==> src/rtl/button_repeat_conditioner_if.sv <==
// Button bundle between the raw board inputs and the conditioned outputs
// consumed by the function selector and step logic.
interface button_repeat_conditioner_if #(
  parameter int N_BTN = 5
);
  logic [N_BTN-1:0] Bt_raw;
  logic [N_BTN-1:0] Bt_level;
  logic [N_BTN-1:0] Bt_press;
  logic [N_BTN-1:0] Bt_release;
  logic [N_BTN-1:0] Bt_held;

  modport master (
    output Bt_raw,
    input  Bt_level, Bt_press, Bt_release, Bt_held
  );

  modport slave (
    input  Bt_raw,
    output Bt_level, Bt_press, Bt_release, Bt_held
  );
endinterface

==> src/rtl/button_repeat_conditioner.sv <==
// Per-button synchroniser, debouncer and IDLE/HOLD/REPEAT auto-repeat FSM.
// Buttons are independent; all outputs are registered or decoded from registered state.
module button_repeat_conditioner #(
  parameter int               N_BTN         = 5,
  parameter int               SYNC_STAGES   = 2,
  parameter int               DEB_CYCLES    = 1_000_000,
  parameter int               HOLD_CYCLES   = 50_000_000,
  parameter int               REPEAT_CYCLES = 10_000_000,
  parameter logic [N_BTN-1:0] REPEAT_MASK   = 5'b01111
) (
  input  logic                          sysclk,
  input  logic                          Reset_n,
  button_repeat_conditioner_if.slave    bt
);

  localparam int DEB_W  = $clog2(DEB_CYCLES);
  localparam int HOLD_W = $clog2(HOLD_CYCLES);
  localparam int REP_W  = $clog2(REPEAT_CYCLES);

  localparam logic [DEB_W-1:0]  DEB_LAST  = DEB_W'(DEB_CYCLES - 1);
  localparam logic [HOLD_W-1:0] HOLD_LAST = HOLD_W'(HOLD_CYCLES - 1);
  localparam logic [REP_W-1:0]  REP_LAST  = REP_W'(REPEAT_CYCLES - 1);

  localparam logic [1:0] ST_IDLE   = 2'd0;
  localparam logic [1:0] ST_HOLD   = 2'd1;
  localparam logic [1:0] ST_REPEAT = 2'd2;

  logic [SYNC_STAGES-1:0] sync_q   [N_BTN];
  logic [DEB_W-1:0]       deb_cnt  [N_BTN];
  logic [HOLD_W-1:0]      hold_cnt [N_BTN];
  logic [REP_W-1:0]       rep_cnt  [N_BTN];
  logic [1:0]             state_q  [N_BTN];

  logic [N_BTN-1:0] level_q;
  logic [N_BTN-1:0] press_q;
  logic [N_BTN-1:0] release_q;

  logic [N_BTN-1:0] s_vec;
  logic [N_BTN-1:0] deb_done;
  logic [N_BTN-1:0] rise;
  logic [N_BTN-1:0] fall;
  logic [N_BTN-1:0] held_vec;

  // NOTE: every output of always_comb is given a default first so no path leaves it unassigned (no latch).
  always_comb begin
    s_vec    = '0;
    deb_done = '0;
    held_vec = '0;
    for (int i = 0; i < N_BTN; i++) begin
      s_vec[i]    = sync_q[i][SYNC_STAGES-1];
      deb_done[i] = (s_vec[i] != level_q[i]) && (deb_cnt[i] == DEB_LAST);
      held_vec[i] = (state_q[i] == ST_REPEAT);
    end
  end

  // A debounced toggle is a rise or a fall depending on the current level.
  assign rise = deb_done & ~level_q;
  assign fall = deb_done &  level_q;

  // NOTE: sequential state uses non-blocking assignments so every flop samples pre-edge values.
  always_ff @(posedge sysclk or negedge Reset_n) begin
    if (!Reset_n) begin
      // NOTE: the per-button arrays are plain registers, not RAM, so each element is reset explicitly.
      for (int i = 0; i < N_BTN; i++) begin
        sync_q[i]   <= '0;
        deb_cnt[i]  <= '0;
        hold_cnt[i] <= '0;
        rep_cnt[i]  <= '0;
        state_q[i]  <= ST_IDLE;
      end
      level_q   <= '0;
      press_q   <= '0;
      release_q <= '0;
    end else begin
      press_q   <= '0;
      release_q <= '0;
      for (int i = 0; i < N_BTN; i++) begin
        sync_q[i] <= {sync_q[i][SYNC_STAGES-2:0], bt.Bt_raw[i]};

        if (s_vec[i] == level_q[i]) begin
          deb_cnt[i] <= '0;
        end else if (deb_done[i]) begin
          deb_cnt[i] <= '0;
          level_q[i] <= ~level_q[i];
        end else begin
          deb_cnt[i] <= deb_cnt[i] + 1'b1;
        end

        // A fall pre-empts any repeat that would fire in the same cycle.
        if (fall[i]) begin
          release_q[i] <= 1'b1;
          state_q[i]   <= ST_IDLE;
          hold_cnt[i]  <= '0;
          rep_cnt[i]   <= '0;
        end else begin
          case (state_q[i])
            ST_IDLE: begin
              if (rise[i]) begin
                press_q[i]  <= 1'b1;
                state_q[i]  <= ST_HOLD;
                hold_cnt[i] <= '0;
              end
            end
            ST_HOLD: begin
              if (hold_cnt[i] == HOLD_LAST) begin
                if (REPEAT_MASK[i]) begin
                  press_q[i] <= 1'b1;
                  state_q[i] <= ST_REPEAT;
                  rep_cnt[i] <= '0;
                end
              end else begin
                hold_cnt[i] <= hold_cnt[i] + 1'b1;
              end
            end
            ST_REPEAT: begin
              if (rep_cnt[i] == REP_LAST) begin
                press_q[i] <= 1'b1;
                rep_cnt[i] <= '0;
              end else begin
                rep_cnt[i] <= rep_cnt[i] + 1'b1;
              end
            end
            default: state_q[i] <= ST_IDLE;
          endcase
        end
      end
    end
  end

  assign bt.Bt_level   = level_q;
  assign bt.Bt_press   = press_q;
  assign bt.Bt_release = release_q;
  assign bt.Bt_held    = held_vec;

endmodule
==> src/flat_wrapper.sv <==
// flat-port wrapper written by rule: the top's interface ports become plain ports
module button_repeat_conditioner_flat 
#(
  parameter int               N_BTN         = 5,
  parameter int               SYNC_STAGES   = 2,
  parameter int               DEB_CYCLES    = 1_000_000,
  parameter int               HOLD_CYCLES   = 50_000_000,
  parameter int               REPEAT_CYCLES = 10_000_000,
  parameter logic [N_BTN-1:0] REPEAT_MASK   = 5'b01111
)
  (sysclk, Reset_n, bt_Bt_raw, bt_Bt_level, bt_Bt_press, bt_Bt_release, bt_Bt_held);
  button_repeat_conditioner_if #(.N_BTN(N_BTN)) bt_i ();
  input  logic sysclk;
  input  logic Reset_n;
  input wire logic [$bits(bt_i.Bt_raw)-1:0] bt_Bt_raw;
  output wire logic [$bits(bt_i.Bt_level)-1:0] bt_Bt_level;
  output wire logic [$bits(bt_i.Bt_press)-1:0] bt_Bt_press;
  output wire logic [$bits(bt_i.Bt_release)-1:0] bt_Bt_release;
  output wire logic [$bits(bt_i.Bt_held)-1:0] bt_Bt_held;
  assign bt_i.Bt_raw = bt_Bt_raw;
  assign bt_Bt_level = bt_i.Bt_level;
  assign bt_Bt_press = bt_i.Bt_press;
  assign bt_Bt_release = bt_i.Bt_release;
  assign bt_Bt_held = bt_i.Bt_held;
  button_repeat_conditioner #(.N_BTN(N_BTN), .SYNC_STAGES(SYNC_STAGES), .DEB_CYCLES(DEB_CYCLES), .HOLD_CYCLES(HOLD_CYCLES), .REPEAT_CYCLES(REPEAT_CYCLES), .REPEAT_MASK(REPEAT_MASK)) u_core (.sysclk(sysclk), .Reset_n(Reset_n), .bt(bt_i));
endmodule
==> config.mk <==
export PLATFORM = sky130hd
export DESIGN_NAME = button_repeat_conditioner_flat
export DESIGN_NICKNAME = d
export VERILOG_FILES = /design/src/rtl/button_repeat_conditioner_if.sv /design/src/rtl/button_repeat_conditioner.sv /design/src/flat_wrapper.sv
export SDC_FILE = /design/constraint.sdc
export NUM_CORES = 1
export LEC_CHECK = 0
export ABC_AREA = 0
export CAP_MARGIN = 30
export CORE_MARGIN = 2
export CORE_UTILIZATION = 30
export CTS_CLUSTER_SIZE = 24
export DETAILED_ROUTE_END_ITERATION = 10
export SLEW_MARGIN = 15
export SYNTH_ARGS = -nofsm -noshare
export SYNTH_HDL_FRONTEND = slang
export SYNTH_SLANG_ARGS = --single-unit
==> constraint.sdc <==
create_clock -name sysclk -period 4.1 [get_ports sysclk]
set_input_delay 1.23 -clock sysclk [delete_from_list [all_inputs] [get_ports sysclk]]
set_output_delay 1.23 -clock sysclk [all_outputs]
set_load 0.005 [all_outputs]
# Word-level counts from Yosys, hierarchy flattened
# Index checks and enable logic that the tools add are counted.
[op_classes]
add_sub_neg = 14
n_eq_ne = 52
n_mux = 93
n_reduce_logical = 38
n_bitwise = 13
[ops]
columns = ["cell", "n"]
rows = [
  ["24-bit 2-to-1 mux", 15],
  ["26-bit 2-to-1 mux", 12],
  ["26-bit one-hot mux with 2 select lines", 4],
  ["20-bit 2-to-1 mux", 10],
  ["24-bit one-hot mux with 2 select lines", 4],
  ["24-bit by 1-bit adder with 24-bit output, second input constant", 5],
  ["24-bit == test, second input constant", 5],
  ["26-bit by 1-bit adder with 26-bit output, second input constant", 4],
  ["26-bit == test, second input constant", 4],
  ["20-bit by 1-bit adder with 20-bit output, second input constant", 5],
  ["20-bit == test, second input constant", 5],
  ["2-bit 2-to-1 mux", 14],
  ["3-bit by 1-bit inequality test with 1-bit output, second input constant", 9],
  ["1-bit 2-to-1 mux", 24],
  ["2-bit one-hot mux with 3 select lines", 4],
  ["3-bit AND reduction", 8],
  ["3-bit nonzero test", 8],
  ["2-bit AND reduction", 10],
  ["3-bit by 2-bit inequality test with 1-bit output, second input constant", 4],
  ["1-bit one-hot mux with 3 select lines", 4],
  ["5-bit AND", 2],
  ["2-bit by 1-bit == test with 1-bit output, second input constant", 5],
  ["2-bit == test, second input constant", 5],
  ["2-bit logical NOT", 5],
  ["10 further kinds", 35],
]
[word_totals]
word_cells = 241
register_bits = 359
inputBits = 7
output_inout_bits = 20

# Depth between registers and ports, before layout
[depth]
ltp_word = 6
ltp_mapped = 9
depth_no_buf = 8

# Worst setup path before layout
# No wires, ideal clock.
[synth_timing]
path_type = "flip-flop to flip-flop"
startpoint = "register u_core.deb_cnt[86] (netlist bit)"
endpoint = "register u_core.rep_cnt[105] (netlist bit)"
n_path_buf = 1
setup_time_ns = 0.124
stages_incl_launch_ff = 8
setup_slack_ns = 1.569
synth_period_minus_slack_ns = 2.531
required_time_ns = 3.976
arrival_time_ns = 2.408
cell_sequence = "dfrtp_1 or4_1 or4_4 o31ai_1 buf_2 nand2b_1 nor3_1 a211o_1"
[synth_between]
elab_chain_cells = 5
word_cells_on_any_way = 7
classes_between = "eq/ne (2); mux (1); bitwise (1); reduce/logical (3)"
[synth_rtl]
columns = ["item", "line_no", "source"]
rows = [
  ["start: declaration", "button_repeat_conditioner.sv:29", "logic [DEB_W-1:0] deb_cnt [N_BTN];"],
  ["start signal: indexed assignment", "button_repeat_conditioner.sv:86", "deb_cnt[i] <= deb_cnt[i] + 1'b1;"],
  ["20-bit == test (*)", "button_repeat_conditioner.sv:51", "deb_done[i] = (s_vec[i] != level_q[i]) && (deb_cnt[i] == DEB_LAST);"],
  ["1-bit logical AND (*)", "button_repeat_conditioner.sv:51", ""],
  ["5-bit AND (*)", "button_repeat_conditioner.sv:58", "assign fall = deb_done & level_q;"],
  ["3-bit by 1-bit inequality test with 1-bit output (no line) / 3-bit nonzero test (equally long branches)", "--", ""],
  ["2-bit AND reduction (no line)", "--", ""],
  ["end signal: indexed assignment", "button_repeat_conditioner.sv:120", "rep_cnt[i] <= rep_cnt[i] + 1'b1;"],
  ["end: declaration", "button_repeat_conditioner.sv:31", "logic [REP_W-1:0] rep_cnt [N_BTN];"],
]
# Mark *: on every way between the ends. The rest lies on a longest branch, timed or not.
# A chain may end at the register's enable or synchronous reset.

# Final worst setup path
[layout_timing]
startpoint = "register u_core.state_q[9] (netlist bit)"
endpoint = "output port bt_Bt_held[0]"
[layout_between]
elab_chain_cells = 1
[layout_rtl]
columns = ["item", "line_no", "source"]
rows = [
  ["start: declaration", "button_repeat_conditioner.sv:32", "logic [1:0] state_q [N_BTN];"],
  ["start signal: indexed assignment", "button_repeat_conditioner.sv:69", "state_q[i] <= ST_IDLE;"],
  ["start signal: indexed assignment", "button_repeat_conditioner.sv:92", "state_q[i] <= ST_IDLE;"],
  ["start signal: indexed assignment", "button_repeat_conditioner.sv:100", "state_q[i] <= ST_HOLD;"],
  ["2-bit == test", "button_repeat_conditioner.sv:52", "held_vec[i] = (state_q[i] == ST_REPEAT);"],
  ["end: declaration", "flat_wrapper.sv:19", "output wire logic [$bits(bt_i.Bt_held)-1:0] bt_Bt_held;"],
]
# Every way passes these cells.

==> run summary <==
Status: completed
Worst path max stage delay: 590 ps
Synth area leader: dfrtp_1
Critical Path AT: 2020 ps
Critical Path RT: 2870 ps
Commonest non-fill, non-tap cell in the layout: dfrtp_1
Die height: 245.2 µm
Main synth FF type: dfrtp_1
# setup viols final: 0
Fin nets: 1,984
DIE AREA: 0.06012 mm²
Synth warnings: 0
Wire per inst: 13.92 µm
GR Overflow Total: 0
Filler Cell Count: 5,799
Routed WL: 38.37 mm
Via count: 14,350
CP Cell Sequence: inv_1 -> nor2_1 -> clkdlybuf4s50_1
Setup TNS: 0 ps
Initial Util: 0.3031
Critical path's top delay family: buffers and inverters
Slew margin rel.: 0.3875
Total GRT Usage: 0.1276
Worst hold path class: reg -> reg
# hold bufs at CTS: 0
GP Congestion: 0.8187
Largest net degree at the start of global routing: 81
DIE WIDTH: 245.2 µm
Final worst setup slack: 848.1 ps
Final Util: 0.3477
Critical Path End Type: output pin
Max-cap violations: 0
Placed cells: 2,687
Worst skew pair latency: 560 ps
Setup Skew: 23.17 ps
Longest Clk Path Bufs: 3
Yosys cell types: 74
Number of routed nets with antenna violations: 0
Clock buffer count from CTS: 40
Synth area leaders: dfrtp_1 48%, nor2_1 5.0%, o21ai_0 4.2%
Reg clk slew, reported paths: 60 ps
Finished Layout Cells: 2,757
Multi-input gate area: 0.008657 mm²
IO buf count: 25
Final slew viol count: 0
DRC Markers: 0
Diodes inserted: 0
Area share of the largest cell type after synthesis: 0.4789
DRT Pass-1 Iters: 5
Slowest-stage cell, CP: clkdlybuf4s50_1
Area growth from synthesis to layout: 14.71%
Syn Std Cell Area: 0.01745 mm²
TritonCTS clock tree: done
CP max FO: 6
Core Area: 0.05759 mm²
Vias per cell: 5.205
R2R Setup Slk: 1120 ps
Rows: 88
Number of global-route vias before repair: 13,750
Mean Syn Cell Area: 9.029 µm²
Post-DP HPWL: 25.15 mm
Synth async-reset ratio: 1.000
Max Clk Rate: 307.5 MHz
Leakage: 8.280 nW
Critical setup path kind: reg -> out
Drt initial violations: 994
Total power: 7.053 mW
CP Launch Type: flop
Post-CTS Setup Bufs: 0
Cell count after synthesis: 1,933
Max VDD drop: 0.0002674 V
Htree depth: 2
PD cells: 352.3 mW/mm²
Global-route wire length before repair: 66.13 mm
CTS sink cnt: 334
RSZ-0062 raised after global routing: false
Post_cts resized: 0
Reg area: 0.008358 mm²
Final Cycle Share: 0.7931
Synth Net Count: 1,953
Share of layout cells above drive strength 1: 0.06074
Worst-Margin Slew: 910.3 ps
Number of synthesized flops with an enable pin: 0
Sequential area share after synthesis: 0.4789
Synthesis-stage register bit count: 334
Buf+Inv Stages, Crit Path: 2
Clk root buf: clkbuf_16
Most frequent cells in the layout: 334 x dfrtp_1, 233 x nor2_1, 180 x nand2_1
Tmin final: 3252 ps
Antenna violations before repair: 0
Final Hold Fails: 0
IO Count: 27
Setup WS pre-CTS: 1155 ps
-- sequential cells by signal, summed over array words and instances, names as in the netlist --
name	cells
u_core.hold_cnt	104
u_core.sync_q	5
u_core.bt.Bt_release	5
u_core.bt.Bt_press	5
u_core.bt.Bt_level	5
u_core.rep_cnt	96
u_core.s_vec	5
u_core.deb_cnt	100
u_core.state_q	9
-- worst paths after layout --
path,start,endpoint,cells past startpoint
worst max-delay path,u_core.state_q[9],bt_Bt_held[0],3
worst min-delay path,u_core.sync_q[4],u_core.s_vec[2],0
worst max register to register,u_core.deb_cnt[70],u_core.hold_cnt[103],7
worst min register to register,u_core.sync_q[4],u_core.s_vec[2],0
max in group asynchronous,Reset_n,u_core.hold_cnt[86],2
min in group asynchronous,Reset_n,u_core.hold_cnt[107],1
-- power breakdown --
part           internal [mW]  switching [mW]  total, mW
Sequential              3.31          0.0156       3.33
Clock                   2.16            1.43       3.60
Combinational         0.0284          0.0958      0.124
-- Yosys cell counts, types with 22 or more instances --
| cell | count |
|---|---|
| dfrtp_1 | 334 |
| nor2_1 | 233 |
| nand2_1 | 180 |
| o21ai_0 | 147 |
| nand3_1 | 124 |
| a21oi_1 | 88 |
| xor2_1 | 76 |
| nand4_1 | 68 |
| and3_1 | 65 |
| clkbuf_1 | 53 |
| inv_1 | 52 |
| nor3_1 | 51 |
| or3_1 | 51 |
| xnor2_1 | 46 |
| nor4_1 | 25 |
| o31ai_1 | 24 |
| a31oi_1 | 22 |
-- cell type report --
cell class | count | share of cell area
Multi-Input combinational cell | 1481 | 0.4324
Sequential cell | 334 | 0.4175
Clock buffer | 54 | 0.05768
Tap cell | 765 | 0.04781
Timing Repair Buffer | 54 | 0.02587
Inverter | 53 | 0.009937
Clock inverter | 16 | 0.008812
-- per-stage QoR --
stage / hold slack, ps / cell area [µm²]
floorplan: 331.2 / 17450
global placement: 332.6 / 18660
detailed placement: 334.7 / 18680
CTS: 348.1 / 20010
global route: 363.6 / 20020
finish: 346.9 / 20020
-- layer usage --
layer | track usage | vias up | wire length [µm]
met5 | 0 | - | 0
met4 | 0.03963 | 0 | 675
met3 | 0.02198 | 51 | 1492
met2 | 0.2056 | 261 | 17760
met1 | 0.1741 | 6961 | 18440
li1 | - | 7077 | -
-- cells by family (layout without fill, tap and decap cells) --
logic type	after synthesis	count (layout)	synth area share
simple gates	937	937	0.2759
compound gates	394	394	0.1399
flops	334	334	0.4789
xor+xnor	122	122	0.06122
buf+inv	118	177	0.02631
mux	14	14	0.008244
fa+ha+maj	13	13	0.009320
other cells	1	1	0.0002149
Note: power is estimated with default switching activity, not from simulation.
